$ cat config.mk
export PLATFORM = sky130hd
export DESIGN_NAME = complex_div_flat
export DESIGN_NICKNAME = d
export VERILOG_FILES = /design/src/rtl/complex_div_if.sv /design/src/rtl/complex_div.sv /design/src/flat_wrapper.sv
export SDC_FILE = /design/constraint.sdc
export NUM_CORES = 2
export LEC_CHECK = 0
export CAP_MARGIN = 30
export CORE_UTILIZATION = 40
export CTS_BUF_LIST = sky130_fd_sc_hd__clkbuf_4
export DETAILED_ROUTE_END_ITERATION = 6
export GPL_ROUTABILITY_DRIVEN = 0
export PLACE_DENSITY_LB_ADDON = 0.3
export SETUP_SLACK_MARGIN = 0.02
export SYNTH_ARGS = -nofsm -noshare
export SYNTH_HDL_FRONTEND = slang
export SYNTH_SLANG_ARGS = --single-unit
$ cat constraint.sdc
create_clock -name clk -period 16.5 [get_ports clk]
set_input_delay 3.3 -clock clk [delete_from_list [all_inputs] [get_ports clk]]
set_output_delay 3.3 -clock clk [all_outputs]
set_load 0.05 [all_outputs]
$ cat src/rtl/complex_div_if.sv
// Operand/result handshake bundle for the sequential complex divider.
// The slave side is the divider; the master side is whoever feeds and drains it.
interface complex_div_if #(
   parameter int WIDTH = 16
);
   logic                    in_valid;
   logic                    in_ready;
   logic signed [WIDTH-1:0] real_in;
   logic signed [WIDTH-1:0] complex_in;
   logic signed [WIDTH-1:0] div_real;
   logic signed [WIDTH-1:0] div_complex;
   logic                    out_valid;
   logic                    out_ready;
   logic signed [WIDTH-1:0] R_out;
   logic signed [WIDTH-1:0] C_out;
   logic                    div_by_zero;

   modport master (
      output in_valid, real_in, complex_in, div_real, div_complex, out_ready,
      input  in_ready, out_valid, R_out, C_out, div_by_zero
   );

   modport slave (
      input  in_valid, real_in, complex_in, div_real, div_complex, out_ready,
      output in_ready, out_valid, R_out, C_out, div_by_zero
   );
endinterface

$ cat src/rtl/complex_div.sv
// Sequential Q1.15 complex divider: (a+jb)/(c+jd) via conjugate multiply and
// two restoring-division lanes sharing one denominator c^2+d^2.

// One restoring-division lane: shifts the remainder left and subtracts den.
module complex_div_lane #(
   parameter int DW   = 33,
   parameter int FRAC = 15
) (
   input  logic            clk,
   input  logic            rst_n,
   input  logic            load,
   input  logic            step,
   input  logic [DW-1:0]   mag,
   input  logic [DW-1:0]   den,
   output logic [FRAC-1:0] quo
);
   logic [DW:0] rem, sh;
   logic        ge;

   always_comb begin
      sh = rem << 1;
      ge = (sh >= {1'b0, den});
   end

   always_ff @(posedge clk or negedge rst_n) begin
      if (!rst_n) begin
         rem <= '0;
         quo <= '0;
      end else if (load) begin
         rem <= {1'b0, mag};
         quo <= '0;
      end else if (step) begin
         rem <= ge ? (sh - {1'b0, den}) : sh;
         quo <= {quo[FRAC-2:0], ge};
      end
   end
endmodule

module complex_div #(
   parameter int WIDTH = 16,
   parameter int FRAC  = WIDTH - 1
) (
   input logic          clk,
   input logic          rst_n,
   complex_div_if.slave bus
);
   localparam int PW    = 2 * WIDTH;
   localparam int DW    = PW + 1;
   localparam int LANES = 2;
   localparam int CW    = $clog2(FRAC + 1);
   localparam logic [WIDTH-1:0] MAXP = {1'b0, {(WIDTH-1){1'b1}}};
   localparam logic [WIDTH-1:0] MAXN = {1'b1, {(WIDTH-1){1'b0}}};

   typedef enum logic [1:0] {IDLE, PREP, DIV, DONE} state_t;
   typedef struct packed {
      logic signed [WIDTH-1:0] a;
      logic signed [WIDTH-1:0] b;
      logic signed [WIDTH-1:0] c;
      logic signed [WIDTH-1:0] d;
   } req_t;

   state_t state, state_n;
   req_t   op;
   logic [CW-1:0] cnt;
   logic accept, load, step, fin;

   logic signed [PW-1:0] ac, bd, bc, ad, cc, dd;
   logic signed [DW-1:0] nr, ni;
   logic [DW-1:0] den_w, den_q;
   logic dz;
   logic [LANES-1:0]            sgn, sat;
   logic [LANES-1:0][DW-1:0]    mag;
   logic [LANES-1:0][FRAC-1:0]  quo;
   logic [LANES-1:0][WIDTH-1:0] res;
   logic [WIDTH-1:0]            qx;

   // Multiply by the conjugate so only a real denominator is left to divide by.
   always_comb begin
      ac     = PW'(op.a) * PW'(op.c);
      bd     = PW'(op.b) * PW'(op.d);
      bc     = PW'(op.b) * PW'(op.c);
      ad     = PW'(op.a) * PW'(op.d);
      cc     = PW'(op.c) * PW'(op.c);
      dd     = PW'(op.d) * PW'(op.d);
      nr     = DW'(ac) + DW'(bd);
      ni     = DW'(bc) - DW'(ad);
      den_w  = DW'($unsigned(cc)) + DW'($unsigned(dd));
      mag[0] = nr[DW-1] ? $unsigned(-nr) : $unsigned(nr);
      mag[1] = ni[DW-1] ? $unsigned(-ni) : $unsigned(ni);
   end

   always_ff @(posedge clk or negedge rst_n) begin
      if (!rst_n) state <= IDLE;
      else        state <= state_n;
   end

   // DIV runs FRAC steps, then spends one more cycle formatting the result.
   always_comb begin
      state_n = state;
      accept  = 1'b0;
      load    = 1'b0;
      step    = 1'b0;
      fin     = 1'b0;
      case (state)
         IDLE: if (bus.in_valid) begin
            accept  = 1'b1;
            state_n = PREP;
         end
         PREP: begin
            load    = 1'b1;
            state_n = DIV;
         end
         DIV: if (cnt == CW'(FRAC)) begin
            fin     = 1'b1;
            state_n = DONE;
         end else begin
            step = 1'b1;
         end
         DONE: if (bus.out_ready) state_n = IDLE;
         default: state_n = IDLE;
      endcase
   end

   assign bus.in_ready  = (state == IDLE);
   assign bus.out_valid = (state == DONE);

   for (genvar i = 0; i < LANES; i++) begin : g_lane
      complex_div_lane #(.DW(DW), .FRAC(FRAC)) u_lane (
         .clk  (clk),
         .rst_n(rst_n),
         .load (load),
         .step (step),
         .mag  (mag[i]),
         .den  (den_q),
         .quo  (quo[i])
      );
   end

   always_comb begin
      res = '0;
      qx  = '0;
      for (int i = 0; i < LANES; i++) begin
         qx = WIDTH'(quo[i]);
         if (dz)          res[i] = '0;
         else if (sat[i]) res[i] = sgn[i] ? MAXN : MAXP;
         else             res[i] = sgn[i] ? -qx : qx;
      end
   end

   always_ff @(posedge clk or negedge rst_n) begin
      if (!rst_n) begin
         op              <= '0;
         cnt             <= '0;
         sgn             <= '0;
         sat             <= '0;
         den_q           <= '0;
         dz              <= 1'b0;
         bus.R_out       <= '0;
         bus.C_out       <= '0;
         bus.div_by_zero <= 1'b0;
      end else begin
         if (accept) op <= {bus.real_in, bus.complex_in, bus.div_real, bus.div_complex};
         if (load) begin
            cnt    <= '0;
            sgn    <= {ni[DW-1], nr[DW-1]};
            sat[0] <= (mag[0] >= den_w);
            sat[1] <= (mag[1] >= den_w);
            den_q  <= den_w;
            dz     <= (den_w == '0);
         end else if (step) begin
            cnt <= cnt + 1'b1;
         end
         if (fin) begin
            bus.R_out       <= res[0];
            bus.C_out       <= res[1];
            bus.div_by_zero <= dz;
         end
      end
   end
endmodule
$ cat src/flat_wrapper.sv
// flat-port wrapper written by rule: the top's interface ports become plain ports
module complex_div_flat 
#(
   parameter int WIDTH = 16,
   parameter int FRAC  = WIDTH - 1
)
  (clk, rst_n, bus_in_valid, bus_real_in, bus_complex_in, bus_div_real, bus_div_complex, bus_out_ready, bus_in_ready, bus_out_valid, bus_R_out, bus_C_out, bus_div_by_zero);
  complex_div_if #(.WIDTH(WIDTH)) bus_i ();
  input logic clk;
  input logic rst_n;
  input wire logic [$bits(bus_i.in_valid)-1:0] bus_in_valid;
  input wire logic [$bits(bus_i.real_in)-1:0] bus_real_in;
  input wire logic [$bits(bus_i.complex_in)-1:0] bus_complex_in;
  input wire logic [$bits(bus_i.div_real)-1:0] bus_div_real;
  input wire logic [$bits(bus_i.div_complex)-1:0] bus_div_complex;
  input wire logic [$bits(bus_i.out_ready)-1:0] bus_out_ready;
  output wire logic [$bits(bus_i.in_ready)-1:0] bus_in_ready;
  output wire logic [$bits(bus_i.out_valid)-1:0] bus_out_valid;
  output wire logic [$bits(bus_i.R_out)-1:0] bus_R_out;
  output wire logic [$bits(bus_i.C_out)-1:0] bus_C_out;
  output wire logic [$bits(bus_i.div_by_zero)-1:0] bus_div_by_zero;
  assign bus_i.in_valid = bus_in_valid;
  assign bus_i.real_in = bus_real_in;
  assign bus_i.complex_in = bus_complex_in;
  assign bus_i.div_real = bus_div_real;
  assign bus_i.div_complex = bus_div_complex;
  assign bus_i.out_ready = bus_out_ready;
  assign bus_in_ready = bus_i.in_ready;
  assign bus_out_valid = bus_i.out_valid;
  assign bus_R_out = bus_i.R_out;
  assign bus_C_out = bus_i.C_out;
  assign bus_div_by_zero = bus_i.div_by_zero;
  complex_div #(.WIDTH(WIDTH), .FRAC(FRAC)) u_core (.clk(clk), .rst_n(rst_n), .bus(bus_i));
endmodule
==> impl_metrics.sql <==
INSERT INTO impl_metrics (metric_group, metric, value, unit) VALUES
('sta', 'drv_slew', '0', ''),
('sta', 'rsz_0062_raised_after_global_routing', 'false', ''),
('drt', 'dr.pass1.iters', '5', ''),
('final_layout', 'nFillCells', '18900', ''),
('hold_path', 'hold_depth', '2', ''),
('drt', 'route.top_layer_used', 'met5', ''),
('critical_path', 'crit_arrival', '12820', 'ps'),
('outcome', 'outcome', 'completed', ''),
('clock_tree', 'cts_repair_resize_count', '0', ''),
('sta', 'fin_hold_ws', '476', 'ps'),
('logic_synthesis', 'ys_warn_count', '0', ''),
('sta', 'fin_worst_skew', '148', 'ps'),
('drt', 'routed_wire_length_per_instance', '19.7', 'µm'),
('clock_tree', 'cts.reportedPaths.clkPinSlew', '70', 'ps'),
('floorplanning', 'floorplan.io_pins', '103', ''),
('clock_tree', 'clock_sink_count', '237', ''),
('critical_path', 'worst_path_largest_cell_delay', '720', 'ps'),
('critical_path', 'worstReg2RegStart', 'u_core.op[20]$_DFFE_PN0P_', ''),
('clock_tree', 'cts_setup_buffers', '0', ''),
('drt', 'vias', '56000', ''),
('hold_path', 'min_to', 'u_core.bus.R_out[1]$_DFFE_PN0P_', ''),
('logic_synthesis', 'synth-async-reset-ratio', '100', '%'),
('sta', 'timing_worst_slew_pin_value', '1040', 'ps'),
('floorplanning', 'chipWidth', '439', 'µm'),
('hold_path', 'hold_path.startpoint', 'u_core.bus.R_out[1]$_DFFE_PN0P_', ''),
('logic_synthesis', 'yosys-top-cells-area', 'sky130_fd_sc_hd__fa_1 (43%), sky130_fd_sc_hd__ha_1 (11%), sky130_fd_sc_hd__inv_1 (10%)', ''),
('clock_tree', 'clock_tree.htree_level_count', '3', ''),
('hold_path', 'timing.hold.worst.class', 'flip-flop to flip-flop', ''),
('drt', 'postRouteWirelength', '215', 'mm'),
('logic_synthesis', 'number_of_enable_type_register_cells_in_the_synthesized_netlist', '0', ''),
('global_routing', 'grtUsageTotal', '23.1', '%'),
('sta', 'setup-violations-final', '0', ''),
('final_layout', 'num-nets-final', '10700', ''),
('clock_tree', 'post_cts_hold_buffer_count', '0', ''),
('drt', 'detail_route.drc_violations', '0', ''),
('drt', 'antenna_violating_nets_left', '0', ''),
('final_layout', 'area_growth_syn_to_layout', '6.13', '%'),
('logic_synthesis', 'synthesis.nets', '10800', ''),
('logic_synthesis', 'dominant_cell_type_by_area_after_synthesis', 'sky130_fd_sc_hd__fa_1', ''),
('drt', 'routed-wl-met2', '103', 'mm'),
('critical_path', 'critical_path_peak_fanout', '28', ''),
('sta', 'report.final.hold_viol_count', '0', ''),
('sta', 'final_critical_path_share_of_the_clock_period', '72.4', '%'),
('global_routing', 'congestion_overflow_gr', '0', ''),
('logic_synthesis', 'mappedNetlistArea', '76500', 'µm²'),
('drt', 'wl_met3', '12.8', 'mm'),
('floorplanning', 'die_h', '439', 'µm'),
('logic_synthesis', 'synth_top_cell_area_share', '43.3', '%'),
('placed_design', 'port_buffers', '102', ''),
('sta', 'max_slew_margin', '29.8', '%'),
('floorplanning', 'dieArea', '193000', 'µm²'),
('logic_synthesis', 'synthMostInstantiatedCell', 'sky130_fd_sc_hd__inv_1', ''),
('logic_synthesis', 'synth.cells.most_frequent', 'sky130_fd_sc_hd__inv_1 (2,041), sky130_fd_sc_hd__fa_1 (1,654), sky130_fd_sc_hd__nand2_1 (841), sky130_fd_sc_hd__ha_1 (651), sky130_fd_sc_hd__and2_1 (623)', ''),
('critical_path', 'cp_slowest_cell', 'sky130_fd_sc_hd__or3_1', ''),
('logic_synthesis', 'synthDistinctLibCells', '90', ''),
('logic_synthesis', 'synth_flop_cell', 'sky130_fd_sc_hd__dfrtp_1', ''),
('global_routing', 'grt_antenna_before_repair', '9', ''),
('critical_path', 'regToRegEndpoint', 'u_core.sat[1]$_DFFE_PN0P_', ''),
('floorplanning', 'core_area', '190000', 'µm²'),
('sta', 'max_freq', '0.0837', 'GHz'),
('global_routing', 'vias_in_the_first_global_route', '61000', ''),
('critical_path', 'critPathRequiredTime', '17370', 'ps'),
('clock_tree', 'worst_skew_pair.late_latency', '1110', 'ps'),
('logic_synthesis', 'syn_avg_cell_area', '9.09', 'µm²'),
('clock_tree', 'cts_max_path_buffers', '3', ''),
('critical_path', 'r2r_slack', '4550', 'ps'),
('global_routing', 'largest_net_degree_at_the_start_of_global_routing', '89', ''),
('critical_path', 'r2r.worst_path.cells', '36', ''),
('sta', 'final_total_negative_setup_slack', '0', 'ps'),
('sta', 'finalWorstPathRequiredPeriod', '11950', 'ps'),
('drt', 'vias_per_cell', '5.12', '');
## flip-flops by register name (all words and copies together), names as in the netlist
register                  cells
u_core.sat                    2
u_core.g_lane.u_lane.quo     30
u_core.op                    64
u_core.g_lane.u_lane.rem     66
u_core.bus.div_by_zero        1
u_core.bus.C_out             16
u_core.sgn                    2
u_core.state                  2
u_core.dz                     1
u_core.cnt                    4
u_core.den_q                 33
u_core.bus.R_out             16
## critical path: cells and delay by family, from the launching register on
family | cells | cell delay, ps
flops | 1 | 640
fa+ha+maj | 10 | 4760
buf+inv | 5 | 880
compound gates | 15 | 3910
xor+xnor | 1 | 220
simple gates | 5 | 1280
## stage by stage
step	instances	worst slack, ps	util, %	instance area [µm²]
floorplan	8423	6410	-	76500
global placement	10800	4930	42.1	80200
detailed placement	10800	4700	42.2	80200
CTS	10900	4620	42.7	81200
global route	10900	4040	42.7	81200
finish	10900	4550	42.7	81200
## worst max path at each step
stage,from,end,slack [ps],cells after the start
CTS,u_core.op[20]$_DFFE_PN0P_,u_core.sat[1]$_DFFE_PN0P_,4620,36
finish,u_core.op[20]$_DFFE_PN0P_,u_core.sat[1]$_DFFE_PN0P_,4550,36
global route,u_core.op[20]$_DFFE_PN0P_,u_core.sat[1]$_DFFE_PN0P_,4040,36
floorplan,u_core.op[0]$_DFFE_PN0P_,u_core.sat[1]$_DFFE_PN0P_,6410,41
detailed placement,u_core.op[20]$_DFFE_PN0P_,u_core.sat[1]$_DFFE_PN0P_,4700,36
global placement,u_core.op[20]$_DFFE_PN0P_,u_core.sat[1]$_DFFE_PN0P_,4930,36
## layout by cell type (no fill, tap or decap), types with 27 or more instances in the layout
cell type and count:
sky130_fd_sc_hd__inv_1 2041, sky130_fd_sc_hd__fa_1 1654, sky130_fd_sc_hd__nand2_1 839, sky130_fd_sc_hd__ha_1 650, sky130_fd_sc_hd__and2_1 622, sky130_fd_sc_hd__nor2_1 287
sky130_fd_sc_hd__a21oi_1 269, sky130_fd_sc_hd__o21ai_0 235, sky130_fd_sc_hd__xnor2_1 227, sky130_fd_sc_hd__dfrtp_1 208, sky130_fd_sc_hd__clkbuf_4 114, sky130_fd_sc_hd__a21o_1 109
sky130_fd_sc_hd__xor2_1 102, sky130_fd_sc_hd__clkdlybuf4s50_1 101, sky130_fd_sc_hd__buf_4 95, sky130_fd_sc_hd__nand2b_1 79, sky130_fd_sc_hd__mux2_2 68, sky130_fd_sc_hd__nor3_1 46
sky130_fd_sc_hd__nor2b_1 41, sky130_fd_sc_hd__nand3_1 41, sky130_fd_sc_hd__mux2i_1 38, sky130_fd_sc_hd__o21a_1 36, sky130_fd_sc_hd__a211oi_1 36, sky130_fd_sc_hd__nand4_1 29
sky130_fd_sc_hd__dfrtp_2 29, sky130_fd_sc_hd__and3_1 27
## metal layers
layer,vias to the layer above,global-route usage [%]
li1,25300,-
met1,28700,29.3
met2,1594,39.1
met3,363,3.48
met4,8,9.74
met5,-,0.620
## kinds of logic after synthesis
logic type / count (synthesis) / share of synthesized area [%]
compound gates: 930 / 7.66
xor+xnor: 330 / 3.78
fa+ha+maj: 2305 / 53.9
buf+inv: 2396 / 11.8
flops: 237 / 7.75
mux: 107 / 1.51
simple gates: 2118 / 13.6
## final cells by class
class	instances	area (µm²)	share of cell area, %
diodes	9	22.5	0.0277
flip-flops and latches	237	5970	7.35
clock buffers	114	856	1.05
inverters	2042	7660	9.44
repair buffers	198	1760	2.17
clock inverters	31	169	0.208
well taps	2511	3140	3.87
multi-input cells	5790	61700	75.9
Power is not shown: default switching activity piles up to over one toggle a cycle in this logic, so the estimate is an artifact.
